===== src/rtl/hr_pkg.sv =====
// Shared types and constants for the heart-rate sequencer: FSM states,
// sample width, default bpm width and the divider numerator width helper.
package hr_pkg;

  typedef enum logic [1:0] {
    IDLE,
    MEASURE,
    DIVIDE,
    DONE
  } state_e;

  localparam int SAMPLE_W  = 10;
  localparam int BPM_W_DEF = 8;

  // Bits needed to hold 60*sample_hz, the beats-per-minute numerator.
  function automatic int num_w(input int sample_hz);
    return $clog2(60 * sample_hz + 1);
  endfunction

endpackage


===== src/rtl/heart_rate_sequencer_bpm_divider.sv =====
// Serial restoring divider: one quotient bit per cycle, MSB first, with a
// fixed NUM_W-cycle latency from start to the done pulse.
module bpm_divider #(
  parameter int NUM_W = 13,
  parameter int DIV_W = 10
) (
  input  logic             clk,
  input  logic             reset,
  input  logic             start,
  input  logic [NUM_W-1:0] numerator,
  input  logic [DIV_W-1:0] divisor,
  output logic             done,
  output logic [NUM_W-1:0] quotient
);

  localparam int CNT_W = $clog2(NUM_W);

  logic             busy_q, busy_d;
  logic             done_q, done_d;
  logic [CNT_W-1:0] cnt_q, cnt_d;
  logic [DIV_W-1:0] rem_q, rem_d;
  logic [DIV_W-1:0] div_q, div_d;
  logic [NUM_W-1:0] quo_q, quo_d;
  logic [DIV_W:0]   trial;

  // NOTE: every signal written here gets a default first, so no path can
  // leave it unassigned and infer a latch.
  always_comb begin
    busy_d = busy_q;
    done_d = 1'b0;
    cnt_d  = cnt_q;
    rem_d  = rem_q;
    div_d  = div_q;
    quo_d  = quo_q;
    trial  = {rem_q, quo_q[NUM_W-1]};
    if (start) begin
      busy_d = 1'b1;
      cnt_d  = CNT_W'(NUM_W - 1);
      rem_d  = '0;
      div_d  = divisor;
      quo_d  = numerator;
    end else if (busy_q) begin
      // The dividend shifts out of quo_q's MSB while quotient bits enter its LSB.
      if (trial >= {1'b0, div_q}) begin
        rem_d = DIV_W'(trial - {1'b0, div_q});
        quo_d = {quo_q[NUM_W-2:0], 1'b1};
      end else begin
        rem_d = trial[DIV_W-1:0];
        quo_d = {quo_q[NUM_W-2:0], 1'b0};
      end
      if (cnt_q == '0) begin
        busy_d = 1'b0;
        done_d = 1'b1;
      end else begin
        cnt_d = cnt_q - CNT_W'(1);
      end
    end
  end

  // NOTE: state registers use non-blocking assignments so every flop samples
  // pre-edge values regardless of statement order.
  always_ff @(posedge clk) begin
    if (reset) begin
      busy_q <= 1'b0;
      done_q <= 1'b0;
      cnt_q  <= '0;
      rem_q  <= '0;
      div_q  <= '0;
      quo_q  <= '0;
    end else begin
      busy_q <= busy_d;
      done_q <= done_d;
      cnt_q  <= cnt_d;
      rem_q  <= rem_d;
      div_q  <= div_d;
      quo_q  <= quo_d;
    end
  end

  always_ff @(posedge clk) begin
    if (!reset && start) begin
      assert (divisor != '0) else $error("bpm_divider: divisor is zero at start");
    end
  end

  assign done     = done_q;
  assign quotient = quo_q;

endmodule


===== src/rtl/heart_rate_sequencer.sv =====
// Sample-rate scheduler and beat-interval controller: captures SPI voltage
// words, strobes them out at SAMPLE_HZ, and turns peak spacing into bpm.
module heart_rate_sequencer
  import hr_pkg::*;
#(
  parameter int CLK_HZ          = 40_000_000,
  parameter int SAMPLE_HZ       = 250,
  parameter int REFRACT_SAMPLES = 75,
  parameter int TIMEOUT_SAMPLES = 750,
  parameter int BPM_W           = BPM_W_DEF
) (
  input  logic                clk,
  input  logic                reset,
  input  logic                frame_done,
  input  logic [SAMPLE_W-1:0] voltage_in,
  output logic                sample_en,
  output logic [SAMPLE_W-1:0] sample_out,
  input  logic                peak_in,
  output logic [BPM_W-1:0]    bpm,
  output logic                bpm_valid,
  output logic                no_signal,
  output logic                stale
);

  localparam int TICK_DIV = CLK_HZ / SAMPLE_HZ;
  localparam int TICK_W   = $clog2(TICK_DIV);
  localparam int NUM_W    = num_w(SAMPLE_HZ);
  localparam int CNT_W    = $clog2(TIMEOUT_SAMPLES + 1);
  localparam int QX_W     = (NUM_W > BPM_W) ? NUM_W : BPM_W;

  localparam logic [NUM_W-1:0] BEATS_NUM = NUM_W'(60 * SAMPLE_HZ);
  localparam logic [CNT_W-1:0] TIMEOUT_C = CNT_W'(TIMEOUT_SAMPLES);
  localparam logic [CNT_W-1:0] REFRACT_M1 = CNT_W'(REFRACT_SAMPLES - 1);

  logic [TICK_W-1:0]   tick_cnt_q, tick_cnt_d;
  logic [SAMPLE_W-1:0] hold_q, hold_d;
  logic [SAMPLE_W-1:0] sample_out_q, sample_out_d;
  logic                fresh_q, fresh_d;
  logic                sample_en_q, sample_en_d;
  logic                stale_q, stale_d;
  logic [CNT_W-1:0]    ivl_q, ivl_d;
  state_e              state_q, state_d;
  logic [BPM_W-1:0]    bpm_q, bpm_d;
  logic                bpm_valid_q, bpm_valid_d;
  logic                no_signal_q, no_signal_d;

  logic                tick, peak_seen, ivl_clr, div_start, div_done;
  logic [NUM_W-1:0]    quotient;
  logic [QX_W-1:0]     quo_ext;
  logic [BPM_W-1:0]    bpm_sat;

  assign tick      = (tick_cnt_q == TICK_W'(TICK_DIV - 1));
  assign peak_seen = sample_en_q & peak_in;
  assign quo_ext   = QX_W'(quotient);
  assign bpm_sat   = (quo_ext > QX_W'({BPM_W{1'b1}})) ? '1 : quo_ext[BPM_W-1:0];

  always_comb begin
    tick_cnt_d   = tick ? '0 : tick_cnt_q + TICK_W'(1);
    hold_d       = frame_done ? voltage_in : hold_q;
    // A frame landing on the tick cycle is issued by that tick and counts as fresh.
    fresh_d      = tick ? 1'b0 : (frame_done | fresh_q);
    sample_en_d  = tick;
    sample_out_d = tick ? hold_d : sample_out_q;
    stale_d      = stale_q | (tick & ~fresh_q & ~frame_done);
    ivl_d        = ivl_q;
    if (ivl_clr) begin
      ivl_d = '0;
    end else if (sample_en_q && ivl_q != TIMEOUT_C) begin
      ivl_d = ivl_q + CNT_W'(1);
    end
  end

  always_comb begin
    state_d     = state_q;
    bpm_d       = bpm_q;
    bpm_valid_d = 1'b0;
    no_signal_d = no_signal_q;
    ivl_clr     = 1'b0;
    div_start   = 1'b0;
    unique case (state_q)
      IDLE: begin
        if (peak_seen) begin
          ivl_clr = 1'b1;
          state_d = MEASURE;
        end
      end
      MEASURE: begin
        // Timeout wins, so an accepted interval never exceeds TIMEOUT_SAMPLES.
        if (ivl_q == TIMEOUT_C) begin
          bpm_d       = '0;
          bpm_valid_d = 1'b1;
          no_signal_d = 1'b1;
          state_d     = IDLE;
        end else if (peak_seen && ivl_q >= REFRACT_M1) begin
          ivl_clr   = 1'b1;
          div_start = 1'b1;
          state_d   = DIVIDE;
        end
      end
      DIVIDE: begin
        if (div_done) begin
          bpm_d       = bpm_sat;
          bpm_valid_d = 1'b1;
          no_signal_d = 1'b0;
          state_d     = DONE;
        end
      end
      DONE:    state_d = MEASURE;
      default: state_d = IDLE;
    endcase
  end

  always_ff @(posedge clk) begin
    if (reset) begin
      tick_cnt_q   <= '0;
      hold_q       <= '0;
      sample_out_q <= '0;
      fresh_q      <= 1'b0;
      sample_en_q  <= 1'b0;
      stale_q      <= 1'b0;
      ivl_q        <= '0;
      state_q      <= IDLE;
      bpm_q        <= '0;
      bpm_valid_q  <= 1'b0;
      no_signal_q  <= 1'b1;
    end else begin
      tick_cnt_q   <= tick_cnt_d;
      hold_q       <= hold_d;
      sample_out_q <= sample_out_d;
      fresh_q      <= fresh_d;
      sample_en_q  <= sample_en_d;
      stale_q      <= stale_d;
      ivl_q        <= ivl_d;
      state_q      <= state_d;
      bpm_q        <= bpm_d;
      bpm_valid_q  <= bpm_valid_d;
      no_signal_q  <= no_signal_d;
    end
  end

  bpm_divider #(
    .NUM_W(NUM_W),
    .DIV_W(CNT_W)
  ) u_divider (
    .clk      (clk),
    .reset    (reset),
    .start    (div_start),
    .numerator(BEATS_NUM),
    .divisor  (ivl_q + CNT_W'(1)),
    .done     (div_done),
    .quotient (quotient)
  );

  assign sample_en  = sample_en_q;
  assign sample_out = sample_out_q;
  assign bpm        = bpm_q;
  assign bpm_valid  = bpm_valid_q;
  assign no_signal  = no_signal_q;
  assign stale      = stale_q;

endmodule


===== config.mk =====
export PLATFORM = sky130hd
export DESIGN_NAME = heart_rate_sequencer
export DESIGN_NICKNAME = d
export VERILOG_FILES = /design/src/rtl/hr_pkg.sv /design/src/rtl/heart_rate_sequencer_bpm_divider.sv /design/src/rtl/heart_rate_sequencer.sv
export SDC_FILE = /design/constraint.sdc
export NUM_CORES = 1
export LEC_CHECK = 0
export CORE_MARGIN = 2
export CORE_UTILIZATION = 53
export DETAILED_ROUTE_END_ITERATION = 8
export PLACE_DENSITY = 0.78
export SLEW_MARGIN = 20
export SYNTH_ARGS = -nofsm -noshare
export SYNTH_HDL_FRONTEND = slang
export SYNTH_HIERARCHICAL = 1
export SYNTH_SLANG_ARGS = --single-unit

===== constraint.sdc =====
create_clock -name clk -period 2.35 [get_ports clk]
set_input_delay 0.5875 -clock clk [delete_from_list [all_inputs] [get_ports clk]]
set_output_delay 0.5875 -clock clk [all_outputs]
set_load 0.005 [all_outputs]

* Word-level counts from Yosys, hierarchy flattened
Cells that the tools add are included.
** Operators by class
- Order comparisons :: 3
- Eq/ne operators :: 11
- Multipliers :: 0
- Bitwise logic cells :: 9
- Add/sub/neg operators :: 4
- Divide/modulo/power cells :: 0
- Multiplexer cells :: 32
- Shifts and indexed selects :: 0
- Reduce and logical (&&, ||, !) cells :: 14
** Operators with widths (count)
- two-way mux 14 bit :: 2
- two-way mux 8 bit :: 3
- two-way mux 10 bit :: 2
- adder 18 x 1 -> 18 bit (second input constant) :: 1
- == test 18 bit (second input constant) :: 1
- case mux 8 bit (2 select lines) :: 1
- > comparator 14 x 8 -> 1 bit (second input constant) :: 1
- two-way mux 1 bit :: 13
- two-way mux 4 bit :: 3
- greater-or-equal comparator 11 x 10 -> 1 bit :: 1
- adder 10 x 1 -> 10 bit (second input constant) :: 1
- == test 10 bit (second input constant) :: 1
- greater-or-equal comparator 10 x 7 -> 1 bit (second input constant) :: 1
- inequality test 10 bit (second input constant) :: 1
- subtractor 10 bit :: 1
- two-way mux 2 bit :: 4
- case mux 2 bit (4 select lines) :: 1
- inequality test 2 bit (second input constant) :: 3
- case mux 1 bit (2 select lines) :: 3
- AND reduction 3 bit :: 2
- OR reduction 2 bit :: 3
- == test 2 bit (second input constant) :: 2
- logical NOT 4 bit :: 1
- inverter 1 bit :: 4
- other kinds (11) :: 17
** Storage, ports and cells
- Output and inout port bits :: 22
- Memories :: 0
- Memory bits (read-only) :: 0
- Input port bits :: 14
- Bits in latches :: 0
- Register bits :: 103
- Word-level logic and storage cells :: 92
- Memory bits (writable) :: 0

* Longest topological paths before layout
Gate-level depths: netlist (run 1).
- Depth in word-level cells :: 7
- Mapped depth :: 11

* Cells and area by module
Netlist (run 1), hierarchy kept.
** By module, submodules not included
- heart_rate_sequencer :: times used 1, seq. area each 1261.2 um^2, cells each 314, area each 2925.3 um^2
- bpm_divider :: times used 1, seq. area each 800.8 um^2, cells each 259, area each 2215.9 um^2

* Worst setup path before layout (run 1)
No wires, ideal clock.
- Path type :: reg-to-reg
- Start :: reg ivl_q[0]
- End :: reg u_divider.rem_q[6]
- Data arrival time :: 2.076 ns
- Required time :: 2.272 ns
- Slack :: 0.196 ns
- Stages on the path, launching flop included :: 12
- Library setup time :: 0.078 ns
- Path through :: dfxtp_1 > inv_1 > ha_1 > nand4_2 > o31ai_4 > buf_4 > nor2_1 > clkbuf_1 > nor2_1 > clkbuf_1 > o21ai_0 > nor3_1
** On the way
- Cells in the longest elaborated chain, start to end :: 6
- Elaborated cells between the ends (all ways) :: 7
- Those cells by class :: order compare: 1; eq/ne: 1; mux: 3; reduce/logical: 2
** RTL lines
- start: declaration :: RTL line heart_rate_sequencer.sv:41 : logic [CNT_W-1:0] ivl_q, ivl_d;
- start signal: assignment :: RTL line heart_rate_sequencer.sv:133 : ivl_q <= ivl_d;
- greater-or-equal comparator 10 x 7 -> 1 bit :: RTL line heart_rate_sequencer.sv:94 : end else if (peak_seen && ivl_q >= REFRACT_M1) begin
- logical AND 1 bit :: RTL line heart_rate_sequencer.sv:94
- two-way mux 1 bit :: RTL line heart_rate_sequencer.sv:94
- two-way mux 1 bit * :: RTL line heart_rate_sequencer.sv:89 : if (ivl_q == TIMEOUT_C) begin
- two-way mux 1 bit * :: RTL line heart_rate_sequencer.sv:80 : unique case (state_q)
- named net div_start :: RTL line heart_rate_sequencer.sv:47 : logic tick, peak_seen, ivl_clr, div_start, div_done;
- OR reduction 2 bit (no line) *
- end signal: assignment :: RTL line heart_rate_sequencer_bpm_divider.sv:74 : rem_q <= rem_d;
- end: declaration :: RTL line heart_rate_sequencer_bpm_divider.sv:21 : logic [DIV_W-1:0] rem_q, rem_d;
Mark *: on every way through the listed nets, which the timed path passes. The rest lies on a longest branch.
A chain may end at the register's enable or synchronous reset.

* Worst setup path in the final report (run 1)
- Start :: reg u_divider.quo_q[13], in the netlist u_divider/quotient[13]
- End :: reg u_divider.rem_q[8]
** On the way
- Cells in the longest elaborated chain, start to end :: 2
- Elaborated cells between the ends (all ways) :: 3
- Those cells by class :: add/sub: 1; order compare: 1; mux: 1
** RTL lines
- start: declaration :: RTL line heart_rate_sequencer_bpm_divider.sv:23 : logic [NUM_W-1:0] quo_q, quo_d;
- start signal: assignment :: RTL line heart_rate_sequencer_bpm_divider.sv:76 : quo_q <= quo_d;
- subtractor 10 bit / greater-or-equal comparator 11 x 10 -> 1 bit (equally long branches) :: RTL line heart_rate_sequencer_bpm_divider.sv:45, heart_rate_sequencer_bpm_divider.sv:44
- two-way mux 10 bit * :: RTL line heart_rate_sequencer_bpm_divider.sv:44 : if (trial >= {1'b0, div_q}) begin
Mark *: on every way between the ends. The rest lies on a longest branch, timed or not.

==> impl_metrics.py, run 1 <==
metrics = {
    "outcome": {
        "outcome": "finished, final reports clean",
    },
    "detailed_routing": {
        "ant_nets": 0,
        "firstDrtPassIters": 4,
        "first_iter_violations": 142,
        "drc": 0,
        "vias": 4138,
        "finalWirelength_um": 10500,
        "wire_per_inst_um": 14.0,
        "routed_via_density": 5.51,
    },
    "synthesis": {
        "ys_types": 73,
        "ys.flop_type": "dfxtp_1",
        "synth_fa_ha_area_frac": 0.0501,
        "synth_top_family_by_area": "simple AND/OR/NAND/NOR gates",
        "ys_seq_area_frac": 0.401,
        "avgSynthCellArea_um2": 8.97,
        "synth_simple_gate_area_frac": 0.184,
        "netlist.area_leader.share": 0.401,
        "synthCells": 573,
        "yosysWarnings": 6,
        "synth_area_um2": 5140,
        "synth-edff-count": 0,
        "async_reset_ff_frac": 0,
        "synth-xor-area-share": 0.0443,
        "yosys-top-cells-area": "dfxtp_1 40%, mux2i_1 8.2%, nor2_1 6.3%, a21oi_1 5.4%, ha_1 4.6%",
        "synth_seq_cells": 103,
        "yosys.area.top_type": "dfxtp_1",
        "synth_mux_area_frac": 0.0862,
        "synth_compound_area_frac": 0.183,
    },
    "cts": {
        "clkTransAtPathRegs_ns": 0.12,
        "cts.sinks": 103,
        "clockBufferDepth": 2,
        "cts_setup_buffers": 0,
        "clkLatencyLatePin_ns": 0.39,
        "cts_tree": "yes",
        "cts_made_buffers": 9,
        "cts_root_buffer": "clkbuf_8",
        "htreeDepth": 3,
    },
    "flow_run": {
        "max_cap_viol_count": 0,
    },
    "floorplan": {
        "start_util": 0.551,
        "dieWidth_um": 102,
        "dieHeight_um": 102,
        "ios": 36,
        "core_um2": 9330,
        "die_area_um2": 10500,
        "fp-row-count": 35,
    },
    "pwr": {
        "p_int_mw": 2.27,
        "p_seq_frac": 0.571,
        "sw_frac_of_total": 0.270,
        "p_sw_uw": 840,
        "p_leak_nw": 2.24,
        "ir_worst_vdd_mv": 0.339,
        "cellPowerDensity_nw_per_um2": 525,
        "clockPowerShare": 0.371,
        "comb_power_share": 0.059,
        "finalPower_mw": 3.11,
    },
    "sta": {
        "report.final.slew_viol_count": 0,
        "fin_ws_ns": 0.110,
        "setup_viol_count_final": 0,
        "skew_ns": 0.0174,
        "hold_violations": 0,
        "slew_headroom": 0.408,
        "fin_crit_sh": 0.953,
        "finalCriticalPeriod_ns": 2.24,
        "fmax_ghz": 0.446,
        "worst_pin_slew_ns": 0.888,
    },
    "global_routing": {
        "antenna_found_initial": 0,
        "grt_max_degree": 40,
        "grt_pass1_wl_um": 17600,
        "grt_pass1_vias": 3932,
        "grt_overflow": 0,
        "grt_usage": 0.209,
    },
    "layout": {
        "diodes": 0,
        "area_growth_pct": 15.3,
        "final_layout_size_suffix_gt1_frac": 0.0997,
        "fillCellCount": 765,
        "fin_util": 0.636,
        "fin_nets": 651,
    },
    "worst_hold_path": {
        "min_path_type": "register to register",
    },
    "place": {
        "place_hpwl_um": 7510,
        "dpl_worst_slack_ns": -0.0974,
        "globalplace.congestion": 0.850,
        "port_buffers": 35,
    },
    "critical_path": {
        "critical_path_class": "register to register",
        "arrival_ns": 2.48,
        "cp.required_ns": 2.59,
        "end_kind": "register",
        "path_max_fanout": 3,
        "cp-start-kind": "register",
    },
}
[synth_stat cells, types with 3 or more instances]
cell type  instances
or3_1              9
a31oi_1            5
a21o_1             3
buf_2             12
buf_1              4
o2111ai_1          8
xor2_1            10
nand2_1           13
o21ai_1            8
nand3b_1           3
o21ai_0           18
dfxtp_1          103
a21oi_1           55
and3_1             4
inv_1             27
o2bb2ai_1         10
and2_1             5
mux2i_1           42
o31ai_1            7
clkbuf_1          14
nand2b_1           6
nand3_1            8
nor3_1             8
nand4_1            6
xnor2_1           16
nor4_1             3
and4_1             5
nor2_1            86
or4_1              4
ha_1              19
[layer usage]
layer  GRT usage  up-vias  part of all wire
met5           0        -                 0
met4      0.0759        0             0.018
met3      0.0434       16             0.042
met2       0.338       66              0.47
met1       0.277     1940              0.47
li1            -     2116                 -
[cell usage in the layout (no fill, tap or decap), types with 2 or more instances in the layout]
| master | synthesis | final |
|---|---|---|
| mux2i_1 | 42 | 42 |
| xnor2_1 | 16 | 16 |
| xor2_1 | 10 | 10 |
| clkinv_8 | 0 | 4 |
| nand4_1 | 6 | 6 |
| and2_1 | 5 | 5 |
| nor4b_1 | 2 | 2 |
| clkbuf_8 | 0 | 9 |
| a21o_1 | 3 | 3 |
| o21ai_2 | 2 | 2 |
| o2bb2ai_1 | 10 | 10 |
| o21ai_0 | 18 | 18 |
| nor2_1 | 86 | 84 |
| inv_6 | 0 | 2 |
| ha_1 | 19 | 19 |
| and4_1 | 5 | 5 |
| a31oi_1 | 5 | 5 |
| dfxtp_1 | 103 | 103 |
| nand2b_1 | 6 | 6 |
| conb_1 | 2 | 14 |
| a21oi_1 | 55 | 55 |
| o21ai_1 | 8 | 8 |
| nor4_1 | 3 | 3 |
| buf_4 | 2 | 18 |
| nand2_1 | 13 | 13 |
| clkdlybuf4s50_1 | 0 | 34 |
| o31ai_1 | 7 | 7 |
| nand3_1 | 8 | 8 |
| or4_1 | 4 | 4 |
| inv_1 | 27 | 27 |
| nand3b_1 | 3 | 3 |
| and4_2 | 2 | 2 |
| o21bai_1 | 2 | 2 |
| o2111ai_1 | 8 | 8 |
| or3_1 | 9 | 9 |
| o31ai_4 | 2 | 2 |
| and3_1 | 4 | 4 |
| a221oi_2 | 1 | 2 |
| nor3_1 | 8 | 8 |
| nand4_2 | 2 | 2 |
[critical path, cell delays in order, from the launching register on]
cell	delay [ns]
dfxtp_1	0.34
inv_1	0.07
ha_1	0.17
inv_1	0.06
fa_1	0.41
a21o_1	0.22
a21o_1	0.21
a221oi_2	0.29
xnor2_1	0.10
mux2i_1	0.14
a21oi_1	0.08
[state kept, by name, indices dropped and copies added (netlist names), 2 cells and up]
register	count
sample_out	10
u_divider/quotient	14
tick_cnt_q	18
u_divider/cnt_q	4
u_divider/div_q	10
ivl_q	10
state_q	2
hold_q	10
bpm	8
u_divider/rem_q	10
[path summary, 6_finish.rpt]
kind                                             start            endpoint  slack (ns)  cells past startpoint
worst min-delay path                     tick_cnt_q[0]       tick_cnt_q[0]        0.46                      1
worst max register to register  u_divider/quotient[13]  u_divider/rem_q[8]        0.11                     10
worst max-delay path            u_divider/quotient[13]  u_divider/rem_q[8]        0.11                     10
worst min register to register           tick_cnt_q[0]       tick_cnt_q[0]        0.46                      1
[per-stage QoR]
step | std cells | hold WS, ns | area, um2 | TNS (ns)
finish | 751 | 0.465 | 5930 | 0
global route | 751 | 0.485 | 5930 | -0.00753
CTS | 751 | 0.461 | 5920 | 0
detailed placement | 735 | 0.438 | 5700 | -0.360
global placement | 735 | 0.429 | 5700 | -0.0374
floorplan | 585 | 0.413 | 5190 | 0
[final cells by class]
| type | instances | area [um2] | share of cell area |
|---|---|---|---|
| sequential | 103 | 2060 | 0.348 |
| tap | 129 | 161 | 0.0272 |
| clock buffer | 9 | 124 | 0.0209 |
| inverter | 28 | 105 | 0.0177 |
| timing repair buffer | 54 | 500 | 0.0844 |
| clock inverter | 7 | 93.8 | 0.0158 |
| multi-input combinational | 421 | 2880 | 0.486 |
[power by group through the flow]
| stage | Combinational [mW] | Clock [mW] | Sequential (mW) |
|---|---|---|---|
| after detailed placement | 0.183 | 0 | 1.81 |
| after CTS | 0.183 | 1.18 | 1.77 |
| final | 0.183 | 1.15 | 1.77 |
| after global routing | 0.200 | 1.25 | 1.78 |
| after global placement | 0.176 | 0 | 1.81 |
| after floorplan | 0.122 | 0 | 1.81 |
[kinds of logic after synthesis]
| group | Yosys count |
|---|---|
| and+or+nand+nor | 178 |
| AOI/OAI and AO/OA | 139 |
| DFF | 103 |
| buffers and inverters | 61 |
| muxes | 44 |
| xor gates and xnor gates | 26 |
| adders and majority gates | 20 |
| other | 2 |
[repair_timing]
action / CTS / global route
endpoints found under the setup margin: 0 / 10
gates resized for setup: 0 / 2
hold buffers: 0 / 0
Power figures use the tool's default switching activity.
==> run 2, diff against run 1 <==
--- a/config.mk
+++ b/config.mk
@@ -5,6 +5,7 @@
 export SDC_FILE = /design/constraint.sdc
 export NUM_CORES = 1
 export LEC_CHECK = 0
+export CAP_MARGIN = 40
 export CORE_MARGIN = 2
 export CORE_UTILIZATION = 53
 export DETAILED_ROUTE_END_ITERATION = 8
@@ -12,5 +13,4 @@
 export SLEW_MARGIN = 20
 export SYNTH_ARGS = -nofsm -noshare
 export SYNTH_HDL_FRONTEND = slang
-export SYNTH_HIERARCHICAL = 1
 export SYNTH_SLANG_ARGS = --single-unit
==> impl_metrics.py, run 2 <==
metrics = {
    "synthesis": {
        "avgSynthCellArea_um2": 8.86,
        "ys_types": 62,
        "yosysMostFrequentCell": "dfxtp_1",
        "yosys-top-cells-area": "dfxtp_1 43%, nor2_1 7.4%, mux2i_1 4.9%, ha_1 4.8%, xor2_1 4.1%",
        "ys_seq_area_frac": 0.435,
        "synth_area_um2": 4740,
        "synth_nets": 568,
        "synthCells": 535,
        "yosysWarnings": 0,
        "synth-edff-count": 0,
        "async_reset_ff_frac": 0,
        "yosys.area.top_type": "dfxtp_1",
        "synth_seq_cells": 103,
        "ys.flop_type": "dfxtp_1",
        "netlist.area_leader.share": 0.435,
        "synthTopCellsByCount": "103 x dfxtp_1, 94 x nor2_1, 40 x nand2_1",
    },
    "flow_run": {
        "max_cap_viol_count": 0,
    },
    "floorplan": {
        "die_area_um2": 9720,
        "ios": 36,
        "dieWidth_um": 98.6,
        "start_util": 0.546,
        "core_um2": 8680,
        "fp-row-count": 34,
        "dieHeight_um": 98.6,
    },
    "global_routing": {
        "grt_util_met3": 0.0468,
        "use_met1": 0.261,
        "grt_max_degree": 33,
        "grt_usage": 0.193,
        "grt_pass1_vias": 3461,
        "grt_pass1_wl_um": 15600,
        "antenna_found_initial": 0,
        "grtUsageMet2": 0.316,
        "grt_busiest_layer": "met2",
        "grt_overflow": 0,
    },
    "layout": {
        "area_growth_pct": 13.4,
        "final_cell_mix": "103 x dfxtp_1, 94 x nor2_1, 40 x nand2_1, 34 x a21oi_1, 34 x clkdlybuf4s50_1",
        "regMostFlops": "tick_cnt_q",
        "largest_reg_flops": 18,
        "final_layout_size_suffix_gt1_frac": 0.0754,
        "final_common_cell": "dfxtp_1",
        "fin_nets": 598,
        "diodes": 0,
    },
    "cts": {
        "cts_root_buffer": "clkbuf_8",
        "clkLatencyLatePin_ns": 0.38,
        "clockBufferDepth": 2,
        "htreeDepth": 3,
        "cts.sinks": 103,
        "cts_setup_buffers": 0,
        "post_cts_resized": 0,
        "cts_made_buffers": 9,
        "cts_hold_buffers": 0,
        "clkTransAtPathRegs_ns": 0.12,
        "cts_tree": "yes",
    },
    "pwr": {
        "p_leak_nw": 1.99,
        "clockPowerShare": 0.369,
        "comb_power_share": 0.046,
        "p_sw_uw": 779,
        "p_seq_frac": 0.585,
        "sw_frac_of_total": 0.257,
        "cellPowerDensity_nw_per_um2": 563,
        "ir_worst_vdd_mv": 0.407,
        "p_int_mw": 2.25,
        "finalPower_mw": 3.03,
    },
    "critical_path": {
        "cp-start-kind": "register",
        "cp.required_ns": 2.64,
        "r2r-start": "u_divider.div_q[8]",
        "arrival_ns": 2.40,
        "crit_family": "compound AO/OA/AOI/OAI gates",
        "path_max_fanout": 5,
        "critical_path.max_stage_delay_ns": 0.37,
        "path_cells": "inv_1, ha_1, a21o_1, a211o_1, nor2_2, nand2_1, a221o_1, a21oi_1",
        "path_buf_inv": 1,
        "slowest_stage": "a221o_1",
        "end_kind": "register",
        "critical_path_class": "register to register",
        "startpoint": "u_divider.div_q[8]",
    },
    "sta": {
        "finalCriticalPeriod_ns": 2.11,
        "worst_pin_slew_ns": 0.602,
        "setup_viol_count_final": 0,
        "fin_crit_sh": 0.899,
        "hold_violations": 0,
        "fmax_ghz": 0.473,
        "rsz0062_at_grt": "false",
        "report.final.slew_viol_count": 0,
        "slew_headroom": 0.598,
        "skew_ns": 0.0186,
        "tns_ns": 0,
    },
    "detailed_routing": {
        "wire_per_inst_um": 13.5,
        "first_iter_violations": 116,
        "ant_nets": 0,
        "firstDrtPassIters": 4,
        "drc": 0,
        "vias": 3658,
        "routed_via_density": 5.40,
        "finalWirelength_um": 9160,
    },
    "worst_hold_path": {
        "min_path_type": "register to register",
        "min_from": "tick_cnt_q[0]",
    },
    "place": {
        "place_hpwl_um": 6630,
        "port_buffers": 35,
        "globalplace.congestion": 0.919,
    },
    "outcome": {
        "outcome": "finished, final reports clean",
    },
}
## run 2: cell count changes after synthesis, moves of 8 or more
cell | previous run | this run
o2111ai_1 | 8 | 0
nor2_1 | 86 | 94
a211oi_1 | 1 | 23
o21ai_0 | 18 | 5
mux2i_1 | 42 | 23
nand2_1 | 13 | 40
o2bb2ai_1 | 10 | 0
xor2_1 | 10 | 22
o211ai_1 | 1 | 10
a21oi_1 | 55 | 34
## run 2: through the flow
stage                     setup WS, ns  hold WS, ns  std cells  area (um2)  utilization
after floorplan                  0.316        0.413        535        4740            -
after global placement           0.294        0.423        662        5170        0.596
after detailed placement         0.252        0.433        662        5170        0.596
after CTS                        0.237        0.451        678        5380        0.620
after global routing             0.109        0.470        678        5380        0.620
final                            0.237        0.443        678        5380        0.620
## run 2: power by group through the flow
stage               clock [mW]  sequential [mW]  combinational [mW]
detailed placement           0             1.81               0.139
global route              1.20             1.77               0.155
global placement             0             1.81               0.136
floorplan                    0             1.81              0.0905
CTS                       1.14             1.77               0.140
finish                    1.12             1.77               0.139
## run 2: final timing paths
path | end | slack, ns | cells past startpoint
worst max-delay path | u_divider.rem_q[0] | 0.24 | 8
worst min-delay path | tick_cnt_q[0] | 0.44 | 1
worst max register to register | u_divider.rem_q[0] | 0.24 | 8
worst min register to register | tick_cnt_q[0] | 0.44 | 1
## run 2: kinds of logic after synthesis
logic type               synth area share
XOR/XNOR                           0.0739
multiplexers                       0.0486
AO/OA/AOI/OAI                       0.158
flip-flops                          0.435
AND/OR/NAND/NOR                     0.191
buffers and inverters              0.0422
adder cells (fa/ha/maj)            0.0517
## run 2: layer usage
metal / vias to the layer above / part of all wire
met4: 0 / 0.012
met3: 10 / 0.035
met2: 60 / 0.46
met5: - / 0
li1: 1903 / -
met1: 1685 / 0.49
## run 2: cell type report
| class | instances | area [um2] |
|---|---|---|
| Inverter | 21 | 78.8 |
| Multi-Input combinational cell | 385 | 2480 |
| Fill cell | 742 | 3300 |
| Clock inverter | 7 | 78.8 |
| Timing Repair Buffer | 45 | 420 |
| Sequential cell | 103 | 2060 |
| Tap cell | 108 | 135 |
| Clock buffer | 9 | 124 |
==> run 3, diff against run 2 <==
--- a/config.mk
+++ b/config.mk
@@ -6,7 +6,6 @@
 export NUM_CORES = 1
 export LEC_CHECK = 0
 export CAP_MARGIN = 40
-export CORE_MARGIN = 2
 export CORE_UTILIZATION = 53
 export DETAILED_ROUTE_END_ITERATION = 8
 export PLACE_DENSITY = 0.78
==> impl_metrics.py, run 3 (synthesis gave the netlist of run 2 again) <==
metrics = {
    "critical_path": {
        "end_kind": "register",
        "r2r_cells": 8,
        "path_max_fanout": 5,
        "arrival_ns": 2.47,
        "cp.required_ns": 2.65,
        "cp-start-kind": "register",
        "r2r_end": "u_divider.rem_q[0]",
        "startpoint": "u_divider.div_q[8]",
        "ff2ff_setup_slack_ns": 0.18,
        "crit_end": "u_divider.rem_q[0]",
        "critical_path_class": "register to register",
        "r2r-start": "u_divider.div_q[8]",
    },
    "sta": {
        "hold_violations": 0,
        "worst_pin_slew_ns": 0.585,
        "fin_crit_sh": 0.924,
        "fin_ws_ns": 0.178,
        "hold_slack_ns": 0.455,
        "report.final.slew_viol_count": 0,
        "slew_headroom": 0.610,
        "finalCriticalPeriod_ns": 2.17,
        "tns_ns": 0,
        "skew_ns": 0.0107,
        "setup_viol_count_final": 0,
        "fmax_ghz": 0.460,
        "rsz0062_at_grt": "false",
    },
    "global_routing": {
        "grt_overflow": 0,
        "grt_pass1_wl_um": 16000,
        "grt_max_degree": 36,
        "grt_pass1_vias": 3461,
        "grt_usage": 0.220,
        "antenna_found_initial": 0,
    },
    "pwr": {
        "p_seq_frac": 0.573,
        "ir_worst_vdd_mv": 0.358,
        "cellPowerDensity_nw_per_um2": 573,
        "sw_frac_of_total": 0.268,
        "p_sw_uw": 830,
        "finalPower_mw": 3.09,
        "p_int_mw": 2.26,
        "clockPowerShare": 0.383,
        "p_leak_nw": 2.00,
        "comb_power_share": 0.045,
    },
    "place": {
        "dpl_cell_area_um2": 5170,
        "globalplace.congestion": 0.865,
        "place_inst": 661,
        "dpl_worst_slack_ns": 0.214,
        "place_hpwl_um": 6870,
        "port_buffers": 35,
    },
    "layout": {
        "final_common_cell": "dfxtp_1",
        "final_cell_mix": "103 x dfxtp_1, 94 x nor2_1, 40 x nand2_1, 34 x clkdlybuf4s50_1, 32 x a21oi_1",
        "fin_util": 0.622,
        "fin_nets": 597,
        "largest_reg_flops": 18,
        "diodes": 0,
        "regMostFlops": "tick_cnt_q",
        "seq_area_um2": 2060,
        "post-route-cell-area_um2": 5400,
        "fin_cells": 677,
        "multi_input_area_um2": 2490,
        "final_layout_size_suffix_gt1_frac": 0.0773,
        "fillCellCount": 754,
        "area_growth_pct": 13.8,
    },
    "cts": {
        "cts_root_buffer": "clkbuf_8",
        "cts_made_buffers": 9,
        "cts_setup_buffers": 0,
        "clkTransAtPathRegs_ns": 0.12,
        "htreeDepth": 3,
        "clockBufferDepth": 2,
        "cts.sinks": 103,
        "clkLatencyLatePin_ns": 0.37,
        "cts_tree": "yes",
    },
    "floorplan": {
        "core_um2": 8680,
        "die_area_um2": 9330,
        "start_util": 0.546,
        "ios": 36,
        "dieHeight_um": 96.6,
        "dieWidth_um": 96.6,
        "fp-row-count": 34,
    },
    "worst_hold_path": {
        "min_path_type": "register to register",
    },
    "flow_run": {
        "max_cap_viol_count": 0,
    },
    "detailed_routing": {
        "finalWirelength_um": 9680,
        "drc": 0,
        "firstDrtPassIters": 4,
        "routed_via_density": 5.54,
        "ant_nets": 0,
        "vias": 3752,
        "wire_per_inst_um": 14.3,
        "first_iter_violations": 147,
    },
    "outcome": {
        "outcome": "finished, final reports clean",
    },
}
run 3: repair_timing:
| action | 4_1_cts | 5_1_grt |
|---|---|---|
| setup endpoints to repair | 0 | 1 |
| hold buffers | 0 | 0 |
| resized for setup | 0 | 2 |
run 3: worst min-delay path by stage:
stage | end | startpoint | slack (ns) | cells past startpoint
after global routing | tick_cnt_q[0] | tick_cnt_q[0] | 0.47 | 1
final | tick_cnt_q[0] | tick_cnt_q[0] | 0.45 | 1
after detailed placement | fresh_q | fresh_q | 0.44 | 2
after CTS | bpm[0] | bpm[0] | 0.46 | 2
after floorplan | tick_cnt_q[0] | tick_cnt_q[0] | 0.41 | 1
after global placement | tick_cnt_q[0] | tick_cnt_q[0] | 0.42 | 1
run 3: final cells by class:
cell class                      instances  area share
Clock buffer                            9      0.0230
Clock inverter                          7      0.0179
Inverter                               21      0.0146
Multi-Input combinational cell        385       0.461
Sequential cell                       103       0.382
Tap cell                              108      0.0250
Timing Repair Buffer                   44      0.0765
run 3: power groups by stage:
stage          clock (mW)  sequential [mW]  combinational (mW)
2_1_floorplan           0             1.81              0.0905
3_3_place_gp            0             1.81               0.133
3_5_place_dp            0             1.81               0.138
4_1_cts              1.20             1.77               0.138
5_1_grt              1.28             1.77               0.152
6_report             1.18             1.77               0.138
run 3: per-layer routing:
metal	routed length (um)	vias to the layer above	share of wire	track usage
met3	391	12	0.040	0.0477
met5	0	-	0	0
met1	4610	1771	0.48	0.291
li1	-	1900	-	-
met2	4570	69	0.47	0.356
met4	104	0	0.011	0.0711
run 3: critical path: stages (launching register included):
cell,delay [ns]
dfxtp_1,0.32
inv_1,0.06
ha_1,0.36
a21o_1,0.20
a211o_1,0.33
nor2_2,0.15
nand2_1,0.12
a221o_1,0.36
a21oi_1,0.19
